$ cat src/rtl/rv_ctl_pkg.sv
// Shared encodings for the multicycle RISC-V control FSM: states, opcode/funct3
// match values and datapath mux select codes.
package rv_ctl_pkg;

  typedef enum logic [3:0] {
    ST_FETCH,
    ST_DECODE,
    ST_LSW_ADDR,
    ST_LW_MEM,
    ST_LW_WB,
    ST_SW_MEM,
    ST_R_ALU,
    ST_I_ALU,
    ST_ALU_WB,
    ST_BR_EXEC,
    ST_JAL_EXEC,
    ST_JALR_EXEC,
    ST_TRAP
  } state_e;

  localparam logic [6:0] OPC_LOAD   = 7'b0000011;
  localparam logic [6:0] OPC_STORE  = 7'b0100011;
  localparam logic [6:0] OPC_R      = 7'b0110011;
  localparam logic [6:0] OPC_OPIMM  = 7'b0010011;
  localparam logic [6:0] OPC_BRANCH = 7'b1100011;
  localparam logic [6:0] OPC_JAL    = 7'b1101111;
  localparam logic [6:0] OPC_JALR   = 7'b1100111;

  localparam logic [2:0] F3_LW   = 3'b010;
  localparam logic [2:0] F3_SW   = 3'b010;
  localparam logic [2:0] F3_BEQ  = 3'b000;
  localparam logic [2:0] F3_BNE  = 3'b001;
  localparam logic [2:0] F3_JALR = 3'b000;
  localparam logic [2:0] F3_SRX  = 3'b101;

  localparam logic       PC_INC = 1'b0;
  localparam logic       PC_ALU = 1'b1;

  localparam logic [1:0] WB_PC     = 2'd0;
  localparam logic [1:0] WB_ALUOUT = 2'd1;
  localparam logic [1:0] WB_MDR    = 2'd2;

  localparam logic [2:0] IMM_I = 3'd0;
  localparam logic [2:0] IMM_S = 3'd1;
  localparam logic [2:0] IMM_B = 3'd2;
  localparam logic [2:0] IMM_J = 3'd3;
  localparam logic [2:0] IMM_U = 3'd4;

  localparam logic       ALUA_REG = 1'b0;
  localparam logic       ALUA_PCC = 1'b1;
  localparam logic       ALUB_REG = 1'b0;
  localparam logic       ALUB_IMM = 1'b1;

  localparam logic [3:0] ALU_ADD = 4'b0000;
  localparam logic [3:0] ALU_SUB = 4'b0001;

  function automatic logic is_mem_state(input state_e s);
    return (s == ST_FETCH) || (s == ST_LW_MEM) || (s == ST_SW_MEM);
  endfunction

endpackage

$ cat src/rtl/rv_mem_wait.sv
// Memory wait counter: counts stalled request cycles and flags a timeout on the
// cycle the count would reach MEM_TIMEOUT without mem_ready.
module rv_mem_wait #(
  parameter int unsigned MEM_TIMEOUT = 16
) (
  input  logic clk,
  input  logic rst_n,
  input  logic start_i,
  input  logic busy_i,
  input  logic ready_i,
  output logic timeout_o
);

  logic [7:0] cnt_q, cnt_d;

  always_comb begin
    cnt_d = cnt_q;
    if (start_i) begin
      cnt_d = '0;
    end else if (busy_i && !ready_i) begin
      cnt_d = cnt_q + 8'd1;
    end
  end

  always_ff @(posedge clk or negedge rst_n) begin
    if (!rst_n) begin
      cnt_q <= '0;
    end else begin
      cnt_q <= cnt_d;
    end
  end

  // ready in the final allowed cycle completes the access rather than faulting
  assign timeout_o = busy_i && !ready_i && (cnt_q == 8'(MEM_TIMEOUT - 1));

endmodule

$ cat src/rtl/rv_ctl_mw.sv
// Multicycle RISC-V control FSM with variable-latency memory handshake and fault trap.
// Optional perf counters (cyc_cnt/ret_cnt) are built only when RV_CTL_PERF_EN is defined.
module rv_ctl_mw
  import rv_ctl_pkg::*;
#(
  parameter int unsigned MEM_TIMEOUT = 16,
  parameter int unsigned ALUSEL_W    = 4,
  parameter int unsigned IMMSEL_W    = 3
) (
  input  logic                clk,
  input  logic                rst_n,
  input  logic [31:0]         instr,
  input  logic                zero,
  input  logic                mem_ready,
  output logic                mem_req,
  output logic                memrw,
  output logic                pcsourse,
  output logic                pcwrite,
  output logic                pccen,
  output logic                irwrite,
  output logic                regwen,
  output logic                mdrwrite,
  output logic [1:0]          wbsel,
  output logic [IMMSEL_W-1:0] immsel,
  output logic                asel,
  output logic                bsel,
  output logic [ALUSEL_W-1:0] alusel,
  output logic                retire,
  output logic                fault
`ifdef RV_CTL_PERF_EN
  ,
  output logic [31:0]         cyc_cnt,
  output logic [31:0]         ret_cnt
`endif
);

  state_e     state_q, state_d;
  logic       fault_q, fault_d;
  logic       timeout;
  logic [6:0] opcode;
  logic [2:0] funct3;

  logic       mem_req_c, memrw_c, pcsrc_c, pcwrite_c, pccen_c, irwrite_c;
  logic       regwen_c, mdrwrite_c, asel_c, bsel_c, retire_c;
  logic [1:0] wbsel_c;
  logic [2:0] immsel_c;
  logic [3:0] alusel_c;
  logic       unused_instr;

  assign opcode       = instr[6:0];
  assign funct3       = instr[14:12];
  assign unused_instr = ^{instr[31], instr[29:15], instr[11:7]};

  always_comb begin
    state_d    = state_q;
    mem_req_c  = 1'b0;
    memrw_c    = 1'b0;
    pcsrc_c    = PC_INC;
    pcwrite_c  = 1'b0;
    pccen_c    = 1'b0;
    irwrite_c  = 1'b0;
    regwen_c   = 1'b0;
    mdrwrite_c = 1'b0;
    wbsel_c    = WB_ALUOUT;
    immsel_c   = IMM_I;
    asel_c     = ALUA_REG;
    bsel_c     = ALUB_REG;
    alusel_c   = ALU_ADD;
    retire_c   = 1'b0;

    case (state_q)
      ST_FETCH: begin
        mem_req_c = 1'b1;
        if (mem_ready) begin
          irwrite_c = 1'b1;
          pcwrite_c = 1'b1;
          pccen_c   = 1'b1;
          state_d   = ST_DECODE;
        end else if (timeout) begin
          state_d = ST_TRAP;
        end
      end
      ST_DECODE: begin
        asel_c   = ALUA_PCC;
        bsel_c   = ALUB_IMM;
        immsel_c = IMM_B;
        state_d  = ST_TRAP;
        case (opcode)
          OPC_LOAD:   if (funct3 == F3_LW) state_d = ST_LSW_ADDR;
          OPC_STORE:  if (funct3 == F3_SW) state_d = ST_LSW_ADDR;
          OPC_R:      state_d = ST_R_ALU;
          OPC_OPIMM:  state_d = ST_I_ALU;
          OPC_BRANCH: if (funct3 == F3_BEQ || funct3 == F3_BNE) state_d = ST_BR_EXEC;
          OPC_JAL:    state_d = ST_JAL_EXEC;
          OPC_JALR:   if (funct3 == F3_JALR) state_d = ST_JALR_EXEC;
          default:    ;
        endcase
      end
      ST_LSW_ADDR: begin
        bsel_c   = ALUB_IMM;
        immsel_c = (opcode == OPC_STORE) ? IMM_S : IMM_I;
        state_d  = (opcode == OPC_STORE) ? ST_SW_MEM : ST_LW_MEM;
      end
      ST_LW_MEM: begin
        mem_req_c = 1'b1;
        if (mem_ready) begin
          mdrwrite_c = 1'b1;
          state_d    = ST_LW_WB;
        end else if (timeout) begin
          state_d = ST_TRAP;
        end
      end
      ST_LW_WB: begin
        wbsel_c  = WB_MDR;
        regwen_c = 1'b1;
        retire_c = 1'b1;
        state_d  = ST_FETCH;
      end
      ST_SW_MEM: begin
        mem_req_c = 1'b1;
        memrw_c   = 1'b1;
        if (mem_ready) begin
          retire_c = 1'b1;
          state_d  = ST_FETCH;
        end else if (timeout) begin
          state_d = ST_TRAP;
        end
      end
      ST_R_ALU: begin
        alusel_c = {funct3, instr[30]};
        state_d  = ST_ALU_WB;
      end
      ST_I_ALU: begin
        bsel_c   = ALUB_IMM;
        alusel_c = {funct3, (funct3 == F3_SRX) ? instr[30] : 1'b0};
        state_d  = ST_ALU_WB;
      end
      ST_ALU_WB: begin
        regwen_c = 1'b1;
        retire_c = 1'b1;
        state_d  = ST_FETCH;
      end
      ST_BR_EXEC: begin
        alusel_c  = ALU_SUB;
        pcsrc_c   = PC_ALU;
        pcwrite_c = zero ^ funct3[0];
        retire_c  = 1'b1;
        state_d   = ST_FETCH;
      end
      ST_JAL_EXEC: begin
        asel_c    = ALUA_PCC;
        bsel_c    = ALUB_IMM;
        immsel_c  = IMM_J;
        pcsrc_c   = PC_ALU;
        pcwrite_c = 1'b1;
        regwen_c  = 1'b1;
        wbsel_c   = WB_PC;
        retire_c  = 1'b1;
        state_d   = ST_FETCH;
      end
      ST_JALR_EXEC: begin
        bsel_c    = ALUB_IMM;
        pcsrc_c   = PC_ALU;
        pcwrite_c = 1'b1;
        regwen_c  = 1'b1;
        wbsel_c   = WB_PC;
        retire_c  = 1'b1;
        state_d   = ST_FETCH;
      end
      ST_TRAP: state_d = ST_TRAP;
      default: state_d = ST_TRAP;
    endcase
  end

  assign fault_d = fault_q | (state_d == ST_TRAP);

  always_ff @(posedge clk or negedge rst_n) begin
    if (!rst_n) begin
      state_q <= ST_FETCH;
      fault_q <= 1'b0;
    end else begin
      state_q <= state_d;
      fault_q <= fault_d;
    end
  end

  rv_mem_wait #(
    .MEM_TIMEOUT(MEM_TIMEOUT)
  ) u_mem_wait (
    .clk      (clk),
    .rst_n    (rst_n),
    .start_i  (is_mem_state(state_d) && (state_d != state_q)),
    .busy_i   (mem_req_c),
    .ready_i  (mem_ready),
    .timeout_o(timeout)
  );

  // Enables are gated by rst_n so nothing is asserted while reset is held.
  assign mem_req  = mem_req_c & rst_n;
  assign memrw    = memrw_c & rst_n;
  assign pcwrite  = pcwrite_c & rst_n;
  assign pccen    = pccen_c & rst_n;
  assign irwrite  = irwrite_c & rst_n;
  assign regwen   = regwen_c & rst_n;
  assign mdrwrite = mdrwrite_c & rst_n;
  assign retire   = retire_c & rst_n;
  assign pcsourse = pcsrc_c;
  assign wbsel    = wbsel_c;
  assign immsel   = IMMSEL_W'(immsel_c);
  assign asel     = asel_c;
  assign bsel     = bsel_c;
  assign alusel   = ALUSEL_W'(alusel_c);
  assign fault    = fault_q;

`ifdef RV_CTL_PERF_EN
  logic [31:0] cyc_q, cyc_d, ret_q, ret_d;

  assign cyc_d = (state_q != ST_TRAP) ? cyc_q + 32'd1 : cyc_q;
  assign ret_d = retire_c ? ret_q + 32'd1 : ret_q;

  always_ff @(posedge clk or negedge rst_n) begin
    if (!rst_n) begin
      cyc_q <= '0;
      ret_q <= '0;
    end else begin
      cyc_q <= cyc_d;
      ret_q <= ret_d;
    end
  end

  assign cyc_cnt = cyc_q;
  assign ret_cnt = ret_q;
`endif

endmodule

$ cat config.mk
export PLATFORM = sky130hd
export DESIGN_NAME = rv_ctl_mw
export DESIGN_NICKNAME = d
export VERILOG_FILES = /design/src/rtl/rv_ctl_pkg.sv /design/src/rtl/rv_mem_wait.sv /design/src/rtl/rv_ctl_mw.sv
export SDC_FILE = /design/constraint.sdc
export NUM_CORES = 1
export LEC_CHECK = 0
export BUFFER_PORTS_ARGS = -buffer_cell sky130_fd_sc_hd__clkbuf_2
export CAP_MARGIN = 10
export CORE_MARGIN = 2
export CORE_UTILIZATION = 50
export CTS_CLUSTER_DIAMETER = 50
export CTS_CLUSTER_SIZE = 28
export DETAILED_ROUTE_END_ITERATION = 12
export PLACE_DENSITY = 0.95
export SLEW_MARGIN = 40
export SYNTH_ARGS = -nofsm -noshare
export SYNTH_HDL_FRONTEND = slang
export SYNTH_SLANG_ARGS = --single-unit
$ cat constraint.sdc
create_clock -name clk -period 3.2 [get_ports clk]
set_input_delay 0.16 -clock clk [delete_from_list [all_inputs] [get_ports clk]]
set_output_delay 0.16 -clock clk [all_outputs]
set_load 0.01 [all_outputs]
; ---- Word level (Yosys, flattened, before mapping)
; Cells that the tools add are included.
[op_classes]
n_reduce_logical = 20
n_eq_ne = 26
muxes = 28
add_sub_neg = 1
bitwise_logic = 9
[op_table]
columns = operator, count
row1 = $pmux W4 S7, 1
row2 = $pmux W4 S6, 1
row3 = $eq A7 B7 Y1 const B, 3
row4 = $eq A4 B3 Y1 const B, 5
row5 = $eq A4 B4 Y1 const B, 5
row6 = $mux W4, 5
row7 = $mux W8, 2
row8 = $eq A7 B6 Y1 const B, 2
row9 = $eq A4 B2 Y1 const B, 3
row10 = $pmux W4 S3, 1
row11 = $mux W1, 11
row12 = $reduce_or A5 Y1, 2
row13 = $mux W3, 3
row14 = $add A8 B1 Y8 const B, 1
row15 = $eq A8 B4 Y1 const B, 1
row16 = $logic_not A4 Y1, 2
row17 = $reduce_or A2 Y1, 4
row18 = $and A1 B1 Y1, 7
row19 = $eq A7 B2 Y1 const B, 1
row20 = $eq A7 B5 Y1 const B, 1
row21 = $pmux W2 S3, 1
row22 = $reduce_or A3 Y1, 2
row23 = $eq A4 B1 Y1 const B, 1
row24 = $ne A4 B4 Y1, 1
row25 = other kinds (14), 18
[word_totals]
inputBits = 36
out_inout_bits = 21
elab_cells = 87
reg_bits = 13

; ---- Longest topological paths before layout
[depth]
depth_word = 13
ltp_mapped = 7
ltp_nobuf = 6

; ---- By module
; From an unflattened synthesis, not the netlist that was laid out.
[hier_totals]
cells_unflattened = 168
hier_area_um2 = 1296.2
[by_module_without_submodules]
columns = module, cells_each, n_inst, area_per_inst_um2
row1 = rv_ctl_mw, 124, 1, 852.1
row2 = rv_mem_wait, 44, 1, 444.2

; ---- Worst setup path before layout
; No wires, ideal clock.
[synth_path]
path_kind = reg-to-reg
startpoint = register state_q[0]
endpoint = register state_q[0]
path_slack_ps = 1397
path_stages_with_launch = 6
path_buffers = 1
t_arrival_ps = 1678
setup_time_ps = 126
t_required_ps = 3074
cell_sequence = dfrtp_1 > buf_2 > xor2_1 > mux2_2 > or3b_1 > a221o_1
[synth_via]
elab_chain_cells = 8
elab_cells_between_ends = 23
cone_classes = eq/ne (11) / mux (6) / reduce/logical (6)
[synth_rtl]
columns = item, line_no
row1 = "start, declared", rv_ctl_mw.sv:37  ; state_e state_q, state_d;
row2 = "start signal, assigned", rv_ctl_mw.sv:182  ; state_q <= state_d;
row3 = "$eq A4 B3 Y1, or another cell as far along", rv_ctl_mw.sv:71  ; case (state_q)
row4 = $reduce_or A3 Y1 (no line), --
row5 = $mux W1, rv_ctl_mw.sv:71
row6 = $logic_and A1 B1 Y1 (2 in a row), rv_mem_wait.sv:34  ; assign timeout_o = busy_i && !ready_i && (cnt_q == 8'(MEM_TIMEOUT - 1));
row7 = $mux W4, "rv_ctl_mw.sv:79, rv_ctl_mw.sv:109, rv_ctl_mw.sv:125"
row8 = "$mux W4, on equally long branches", "rv_ctl_mw.sv:122, rv_ctl_mw.sv:74, rv_ctl_mw.sv:106"
row9 = $pmux W4 S7 (*), rv_ctl_mw.sv:71
row10 = net state_d[0], rv_ctl_mw.sv:37
; The timed path passes the listed nets; every way through them passes the cells marked *.
; A chain may end at the register's enable or synchronous reset.

; ---- Worst setup path after layout
[layout_path]
startpoint = register state_q[1]
endpoint = register state_q[0]
; Same word-level chain as after synthesis.

==> implementation parameters <==
Parameter                              Value

Worst setup path
  Critical path capture point type ... flip-flop
  Critical path launch point type ... flip-flop
  Data required time at the worst endpoint ... 3.37 ns
  R2R depth ... 3
  Arrival time at the worst endpoint ... approximately 2.4 ns
  Max Fanout on Critical Path ... 29
  Reg2Reg Setup Slack ... 0.94 ns
  Crit path kind ... flip-flop to flip-flop

Cells and area
  Fraction of layout cells with a size suffix above 1 ... 23.3%
  Final Util ... 59.1%
  Final design instance area without fill ... about 1400 um^2
  Synth-to-Final Area Change ... 14.4%
  Antenna Cells ... 0
  Post-layout nets ... 227

GRT
  Total global routing track utilization ... 20.5%
  Initial antenna violation count ... 0
  Wire length of the first global-routing pass ... roughly 4300 um
  Largest net degree at the start of global routing ... 30
  Vias in the first global route ... between 1k and 1.5k
  Total gr overflow ... 0

Pwr
  Portion of total power attributed to sequential cells ... between 50% and 60%
  VDD IR-drop max ... 0.214 mV
  Clock network power share ... around a third
  Switching power total ... about 0.078 mW
  Combinational cell fraction of total power ... 11.6%
  Internal Pwr Total ... 0.226 mW
  Pleak ... 0.623 nW
  Power density over the cells ... around 210 nW/um^2
  Switch share ... approximately a quarter

Place
  Buffers added on ports ... 34
  Worst slack after detailed placement ... between 0.9 and 1 ns
  Global placement routability congestion ... ~0.87
  Post-place instance area ... approximately 1400 um^2
  HPWL after detailed placement ... 2080 um

Detailed routing
  Final wirelength ... 2890 um
  Wire length per cell ... around 13 um
  Residual antenna-violating net count after detailed routing ... 0
  Via count ... between 1k and 1.5k
  Detailed-routing iteration count for the pre-antenna-repair pass ... 4
  DRC errors left ... 0
  Avg Vias per Cell ... 5.78
  DRT iter0 DRCs ... 31

STA
  Endpoints failing setup ... 0
  Worst Slack Setup Final ... ~0.94 ns
  Upper clock frequency limit ... about 440 MHz
  Fin Hold WS ... between 0.2 and 0.3 ns
  Post-route fraction of the period consumed by the critical path ... 70.7%
  Max Slew Vio Count ... 0
  Final clock skew ... 0.00536 ns
  Final-layout setup total negative slack ... 0 ns
  Unrepaired setup endpoints after global routing ... no
  Minimum clock period after layout ... 2.26 ns
  Relative slew margins ... a little under half
  Worst Tran Pin Value ... roughly 0.81 ns
  Number of endpoints with negative hold slack in the final report ... 0

Logic synthesis
  Syn avg cell area ... 7.68 um^2
  Warning count from the yosys run ... 0
  Synth Net Count ... between 150 and 200
  Dominant cell type by area after synthesis ... sky130_fd_sc_hd__dfrtp_1
  Fraction of registers with async set/reset ... 100%
  Area contributors post-synth ... sky130_fd_sc_hd__dfrtp_1, sky130_fd_sc_hd__nor2_1, sky130_fd_sc_hd__xnor2_1
  Post-Syn Instances ... 162
  Synth top area share ... between 20% and 30%
  Number of storage elements in the synthesis netlist ... 13
  Sequential element share of the synthesized area ... a little over a quarter
  Post-synth EDFFs ... 0
  Primary FF master, synth ... sky130_fd_sc_hd__dfrtp_1
  Number of unique standard cell types used by synthesis ... 52
  Area of the mapped netlist ... 1240 um^2

CTS
  Cell at the root of the clock tree ... sky130_fd_sc_hd__clkbuf_4
  Total CTS buffers ... 3
  Longest Clk Path Bufs ... 2
  Worst skew pair latency ... about 0.28 ns
  Clock Sink Count ... 13
  Clock tree from TritonCTS ... built
  Count of H-tree levels built during CTS ... 1
  Clock-pin slew of the registers on the worst-case setup and hold paths ... approximately 0.080 ns

Worst hold path
  Number of cells on the worst hold path ... 3
  Path type of the worst min-delay path ... primary input to flip-flop

Floorplanning
  Total number of placement rows ... 18
  Floorplan die width ... ~54 um
  Initial Utilization ... 51.7%
  IO Pins ... 57
  Die Span Y ... ~54 um
  Overall die area ... just under 3000 um^2
  Placeable core region ... ~2400 um^2

Run status
  Run status ... completed

Flow run
  Max-cap violations ... 0
## timing repair
item                                    4_1_cts  5_1_grt
hold buffers                                  1        0
resized for setup                             0        0
endpoints found under the setup margin        0        0
setup buffers                                 0        0
endpoints found under the hold margin        13        0
## worst max-delay path, stage by stage, from the launching register on
cell and delay, ns:
sky130_fd_sc_hd__dfrtp_1 0.88, sky130_fd_sc_hd__mux2_2 0.46, sky130_fd_sc_hd__or3b_1 0.46, sky130_fd_sc_hd__a221o_1 0.36
## power by group through the flow
stage               registers (mW)  logic, mW  clock network (mW)
finish                       0.164     0.0352               0.104
global route                 0.164     0.0385               0.115
CTS                          0.164     0.0351               0.106
detailed placement           0.167     0.0341                   0
global placement             0.167     0.0326                   0
floorplan                    0.167     0.0137                   0
## worst paths after layout
kind	from	endpoint
worst max-delay path	state_q[1]	state_q[0]
worst min-delay path	instr[5]	state_q[2]
worst max register to register	state_q[1]	state_q[0]
worst min register to register	fault	fault
max in group asynchronous	rst_n	u_mem_wait.cnt_q[6]
min in group asynchronous	rst_n	u_mem_wait.cnt_q[4]
## logic make-up after synthesis
| logic type | share of synthesized area [%] |
|---|---|
| flops | 26.1 |
| fa+ha+maj | 1.00 |
| other cells | 0.301 |
| buf+inv | 6.73 |
| xor+xnor | 6.33 |
| mux | 2.51 |
| simple gates | 35.3 |
| compound gates | 21.7 |
## stage by stage
stage	instances	total power [mW]
detailed placement	214	0.202
CTS	219	0.306
global placement	214	0.200
finish	219	0.304
floorplan	162	0.181
global route	219	0.318
## cell type report
| class | instances | area (um^2) |
|---|---|---|
| well taps | 30 | 37.5 |
| multi-input cells | 132 | 836 |
| repair buffers | 35 | 180 |
| clock buffers | 4 | 26.3 |
| fillers | 232 | 986 |
| inverters | 5 | 18.8 |
| flip-flops and latches | 13 | 325 |
## routing by layer
layer / up-vias / GRT usage (%) / share of wire, %
met4: 0 / 7.69 / 1.9
li1: 636 / - / -
met3: 6 / 3.33 / 3.8
met5: - / 0 / 0
met2: 34 / 35.2 / 49
met1: 589 / 25.7 / 45
## flip-flops by register name (all words and copies together) (netlist names)
signal	flops
u_mem_wait.cnt_q	8
state_q	4
fault	1
## synthesized netlist by cell type (2+ instances only)
| library cell | instances |
|---|---|
| sky130_fd_sc_hd__nor3_1 | 5 |
| sky130_fd_sc_hd__nand3_1 | 5 |
| sky130_fd_sc_hd__o21ai_0 | 6 |
| sky130_fd_sc_hd__dfrtp_1 | 13 |
| sky130_fd_sc_hd__nor4b_1 | 2 |
| sky130_fd_sc_hd__nor4_1 | 2 |
| sky130_fd_sc_hd__nor2b_1 | 4 |
| sky130_fd_sc_hd__nand2b_1 | 4 |
| sky130_fd_sc_hd__mux2i_1 | 2 |
| sky130_fd_sc_hd__a21o_1 | 2 |
| sky130_fd_sc_hd__nor3b_1 | 4 |
| sky130_fd_sc_hd__buf_1 | 3 |
| sky130_fd_sc_hd__clkbuf_1 | 2 |
| sky130_fd_sc_hd__a31oi_1 | 2 |
| sky130_fd_sc_hd__buf_2 | 4 |
| sky130_fd_sc_hd__xnor2_1 | 7 |
| sky130_fd_sc_hd__xor2_1 | 2 |
| sky130_fd_sc_hd__a211oi_1 | 2 |
| sky130_fd_sc_hd__and3_1 | 5 |
| sky130_fd_sc_hd__nand4_1 | 3 |
| sky130_fd_sc_hd__inv_1 | 5 |
| sky130_fd_sc_hd__o21a_1 | 2 |
| sky130_fd_sc_hd__a21oi_1 | 8 |
| sky130_fd_sc_hd__buf_4 | 2 |
| sky130_fd_sc_hd__a221o_1 | 2 |
| sky130_fd_sc_hd__nand2_1 | 15 |
| sky130_fd_sc_hd__nor2_1 | 23 |
| sky130_fd_sc_hd__o31ai_1 | 2 |
## layout by cell type (no fill, tap or decap), types with 3 or more instances in the layout
| master | instances |
|---|---|
| sky130_fd_sc_hd__nor2b_1 | 4 |
| sky130_fd_sc_hd__clkbuf_4 | 3 |
| sky130_fd_sc_hd__dfrtp_1 | 13 |
| sky130_fd_sc_hd__and3_1 | 5 |
| sky130_fd_sc_hd__nand3_1 | 5 |
| sky130_fd_sc_hd__o21ai_0 | 6 |
| sky130_fd_sc_hd__inv_1 | 5 |
| sky130_fd_sc_hd__a21oi_1 | 8 |
| sky130_fd_sc_hd__nor2_1 | 23 |
| sky130_fd_sc_hd__nand4_1 | 3 |
| sky130_fd_sc_hd__nand2_1 | 15 |
| sky130_fd_sc_hd__nor3b_1 | 4 |
| sky130_fd_sc_hd__nor3_1 | 5 |
| sky130_fd_sc_hd__xnor2_1 | 7 |
| sky130_fd_sc_hd__clkbuf_2 | 34 |
| sky130_fd_sc_hd__nand2b_1 | 4 |
Note: power is estimated with default switching activity, not from simulation.
